**config.mk**
```make
export PLATFORM = sky130hd
export DESIGN_NAME = up_counter_mod
export DESIGN_NICKNAME = d
export VERILOG_FILES = /design/src/rtl/up_counter_mod.sv
export SDC_FILE = /design/constraint.sdc
export NUM_CORES = 1
export LEC_CHECK = 0
export BUFFER_PORTS_ARGS = -buffer_cell sky130_fd_sc_hd__buf_2
export CELL_PAD_IN_SITES_DETAIL_PLACEMENT = 1
export CELL_PAD_IN_SITES_GLOBAL_PLACEMENT = 1
export CORE_UTILIZATION = 30
export CTS_BUF_LIST = sky130_fd_sc_hd__clkbuf_4
export CTS_CLUSTER_SIZE = 30
export DETAILED_ROUTE_END_ITERATION = 8
export PLACE_DENSITY_LB_ADDON = 0.1
export SLEW_MARGIN = 20
export SYNTH_ARGS = -nofsm -noshare
export SYNTH_HDL_FRONTEND = slang
export SYNTH_SLANG_ARGS = --single-unit
```
**constraint.sdc**
```tcl
create_clock -name i_clk -period 2.6 [get_ports i_clk]
set_input_delay 0.13 -clock i_clk [delete_from_list [all_inputs] [get_ports i_clk]]
set_output_delay 0.13 -clock i_clk [all_outputs]
set_load 0.01 [all_outputs]
```
**src/rtl/up_counter_mod.sv**
```systemverilog
// rtl/up_counter_mod.sv - programmable-limit up counter with wrap / one-shot modes
//
// Purpose:
//   Period/interval timer that counts up from 0 (or a loaded value) to a
//   runtime limit. At the limit it either wraps to 0 (mode=0) or stops and
//   holds (mode=1). It is the counting-up partner of the library's down counter.
//
// Ports:
//   i_clk        system clock, rising-edge active
//   i_reset      asynchronous active-high reset
//   i_enable     count-advance enable
//   i_load       synchronous load strobe (wins over counting)
//   i_load_value value written to the count on load
//   i_limit      terminal value, compared every cycle
//   i_mode       0 = wrap (free-running), 1 = one-shot (stop at limit)
//   i_clear_ovf  synchronous clear of the overflow flag
//   o_count      current count (registered)
//   o_tc         one-cycle terminal-count pulse (registered)
//   o_done       sticky one-shot finished flag (registered)
//   o_ovf        sticky wrap-occurred flag (registered)

module up_counter_mod #(
  parameter int WIDTH = 4
) (
  input  logic             i_clk,
  input  logic             i_reset,
  input  logic             i_enable,
  input  logic             i_load,
  input  logic [WIDTH-1:0] i_load_value,
  input  logic [WIDTH-1:0] i_limit,
  input  logic             i_mode,
  input  logic             i_clear_ovf,
  output logic [WIDTH-1:0] o_count,
  output logic             o_tc,
  output logic             o_done,
  output logic             o_ovf
);

  typedef enum logic {
    ST_RUN  = 1'b0,
    ST_HOLD = 1'b1
  } state_t;

  state_t           r_state;
  logic [WIDTH-1:0] r_count;
  logic             r_tc;
  logic             r_done;
  logic             r_ovf;

  // ">=" rather than "==" so that a loaded value, or a lowered limit, that
  // is already past the limit still produces a terminal event instead of
  // counting up through the modulo-2^WIDTH boundary.
  logic w_terminal;
  assign w_terminal = (r_count >= i_limit);

  // The increment is only taken when r_count < i_limit, so it can never
  // overflow the WIDTH-bit register.
  logic [WIDTH-1:0] w_count_inc;
  assign w_count_inc = r_count + {{(WIDTH-1){1'b0}}, 1'b1};

  always_ff @(posedge i_clk or posedge i_reset) begin
    if (i_reset) begin
      r_state <= ST_RUN;
      r_count <= '0;
      r_tc    <= 1'b0;
      r_done  <= 1'b0;
      r_ovf   <= 1'b0;
    end else begin
      // Clear first; a wrap on the same edge assigns 1 later in this block
      // and therefore takes precedence.
      if (i_clear_ovf) begin
        r_ovf <= 1'b0;
      end

      if (i_load) begin
        r_count <= i_load_value;
        r_state <= ST_RUN;
        r_done  <= 1'b0;
        r_tc    <= 1'b0;
      end else if ((r_state == ST_RUN) && i_enable) begin
        if (!w_terminal) begin
          r_count <= w_count_inc;
          r_tc    <= 1'b0;
        end else if (!i_mode) begin
          r_count <= '0;
          r_tc    <= 1'b1;
          r_ovf   <= 1'b1;
        end else begin
          // One-shot: the count freezes at its terminal value.
          r_tc    <= 1'b1;
          r_done  <= 1'b1;
          r_state <= ST_HOLD;
        end
      end else begin
        r_tc <= 1'b0;
      end
    end
  end

  assign o_count = r_count;
  assign o_tc    = r_tc;
  assign o_done  = r_done;
  assign o_ovf   = r_ovf;

endmodule

```
==> flow_summary.yaml <==
run_status:
  outcome: "finished, final reports clean"
floorplan:
  initial_core_util_pct: 32.35
  core_um2: 1524
  core.rowCount: 14
  die_w_um: 42.54
  die-height_um: 42.54
  ios: 21
  die_area_um2: 1809
logic_synthesis:
  ys_warn_count: 0
  synth_seq_cells: 7
  avgSynthCellArea_um2: 9.129
  postSynthCellCount: 54
  yosysUniqueCellTypes: 23
  syn_nets: 73
  synth_area_leaders: "dfrtp_1 (36%), ha_1 (13%), inv_1 (6.9%)"
  synth_top_area_cell: "dfrtp_1"
  synth_area_um2: 493.0
  synth_top_area_share_pct: 35.53
  yosysSeqAreaShare_pct: 35.53
critical_path:
  critPathKind: "reg2reg"
  critical-path-top-delay-family: "compound AO/OA/AOI/OAI gates"
  worstSetupEndpointType: "flip-flop"
  crit_chain: "ha_1 > a21o_1 > a221o_2 > a31oi_4 > mux2_4"
  cpPeakStageDelay_ns: 0.48
  slowest_stage: "a221o_2"
  path_max_fanout: 8
  cp.arrival_ns: 2.20
  start_kind: "flip-flop"
  crit_buf_inv: 0
  cp.required_ns: 2.74
routing:
  firstDrtPassIters: 4
  drtAntennaViolNets: 0
  wl_per_cell_um: 12.97
  drt_iter0_markers: 5
  vias_per_cell: 5.064
  num_vias: 476
  wl_um: 1219
  drc: 0
timing:
  final-setup-viol-count: 0
  setup_tns_ns: 0
  fin_crit_ns: 2.066
  finClkSkew_ns: 0.003550
  maxSlewViolCount: 0
  fmax_mhz: 484.0
  slew_headroom_pct: 78.91
  rsz0062_at_grt: "no"
  hold_viol: 0
  fin_crit_sh_pct: 79.46
  worst_slew_pin_slew_ns: 0.3158
placement:
  place_inst: 89
  portBuffers: 20
  gp_congestion: 0.7226
  dpl.hpwl_um: 964
finish:
  nets: 98
  fin_util_pct: 42.61
  final_layout_size_suffix_gt1_share_pct: 35.90
  final_cells: 94
  syn2layout_area_growth_pct: 31.73
  fillers: 187
  diodes: 0
clock_network:
  cts.sinks: 7
  cts_made_buffers: 3
  cts_tree: "done"
  clockRootBuffer: "clkbuf_4"
  h-tree-depth: 1
  cts_buffer_depth: 2
  post-cts-setup-buffer-count: 0
  clkTransAtPathRegs_ns: 0.06
  clk_latency_ns: 0.25
power:
  ir_drop_uv: 308.1
  p_per_area_nw_per_um2: 812.8
  p_leak_nw: 0.3728
global_route:
  grt_pass1_vias: 420
  antenna_found_initial: 0
  grt_max_degree: 11
  grt_pass1_wl_um: 1869
  grt.overflow.total: 0
  grt.total_usage_pct: 14.35
flow_run:
  drv_cap: 0
min_path:
  min_path_type: "in2reg"
synth_stat cells:
cell type and count:
o21bai_1 1, nor2b_1 2, nor2_1 4, clkbuf_1 1, a41oi_1 1, mux2_4 1, and3_1 2, a31oi_1 1
inv_1 9, nand2_1 5, nand3_1 3, a31oi_4 1, o22ai_1 1, ha_1 5, o21ai_0 2, dfrtp_1 7
nor4b_1 1, o221ai_1 1, nand2b_1 2, a221o_2 1, o31a_2 1, a21o_1 1, mux2i_1 1
final cells by class:
type | count | area, um^2 | area share, %
clock buffers | 4 | 30.03 | 4.624
well taps | 16 | 20.02 | 3.083
repair buffers | 21 | 110.1 | 16.96
multi-input cells | 37 | 280.3 | 43.16
flip-flops and latches | 7 | 175.2 | 26.97
inverters | 9 | 33.78 | 5.202
per-stage QoR:
| step | area, um^2 | power [mW] | hold slack (ns) | worst slack, ns |
|---|---|---|---|---|
| after CTS | 649.4 | 0.5339 | 0.05099 | 0.5330 |
| after detailed placement | 609.3 | 0.4173 | 0.08731 | 0.5457 |
| after floorplan | 493.0 | 0.3308 | -0.06660 | 0.6174 |
| final | 649.4 | 0.5278 | 0.05941 | 0.5341 |
| after global placement | 609.3 | 0.4158 | 0.08744 | 0.5673 |
| after global routing | 649.4 | 0.5695 | 0.05353 | 0.4743 |
routing by layer:
metal / part of all wire [%] / global-route usage (%) / wire length [um]
met1: 51 / 21.33 / 620
met3: 5.7 / 3.879 / 69
met5: 0 / 0 / 0
met4: 0 / 5.625 / 0
met2: 43 / 19.38 / 529
placed cells by master (no fill, tap or decap):
master	netlist	final
and3_1	2	2
nor2_1	4	4
ha_1	5	5
nor2b_1	2	2
o22ai_1	1	1
a221o_2	1	1
nand2_1	5	5
dfrtp_1	7	7
nor4b_1	1	1
dlygate4sd3_1	0	1
clkbuf_4	0	4
o31a_2	1	1
a31oi_1	1	1
o221ai_1	1	1
a41oi_1	1	1
o21bai_1	1	1
mux2_4	1	1
nand3_1	3	3
a21o_1	1	1
buf_2	0	20
nand2b_1	2	2
o21ai_0	2	2
inv_1	9	9
a31oi_4	1	1
mux2i_1	1	1
path summary, 6_finish.rpt:
check                             end  cells after the start  slack [ns]         from
max reg2reg                o_count[1]                      5        0.53   o_count[2]
min in group asynchronous  o_count[1]                      3        0.35      i_reset
min                             o_ovf                      2        0.06  i_clear_ovf
max                        o_count[1]                      5        0.53   o_count[2]
max in group asynchronous      o_done                      3        2.03      i_reset
min reg2reg                    o_done                      2        0.51       o_done
report_power, final:
part           leakage, nW  internal [mW]  switching [mW]
clock network       0.0184         0.0692          0.0430
logic                0.265          0.112           0.125
registers           0.0893          0.140          0.0378
repair_timing:
action	in CTS	in global routing
hold endpoints to repair	7	0
hold buffers	1	0
resized for setup	0	0
worst register-to-register path, delay by kind of cell, from the launching register on:
kind | cells | cell delay, ns
AOI/OAI and AO/OA | 3 | 0.92
adders and majority gates | 1 | 0.30
DFF | 1 | 0.41
muxes | 1 | 0.31
flip-flops by register name, indices dropped and copies added, names as in the netlist:
signal   flops
o_count      4
o_done       1
o_ovf        1
o_tc         1
cell families after synthesis:
logic type	Yosys count	share of synthesized area (%)
flops	7	35.53
fa+ha+maj	5	12.69
mux	2	5.075
buf+inv	10	7.613
simple gates	19	19.29
compound gates	11	19.80
(Power assumes the default switching activity.)
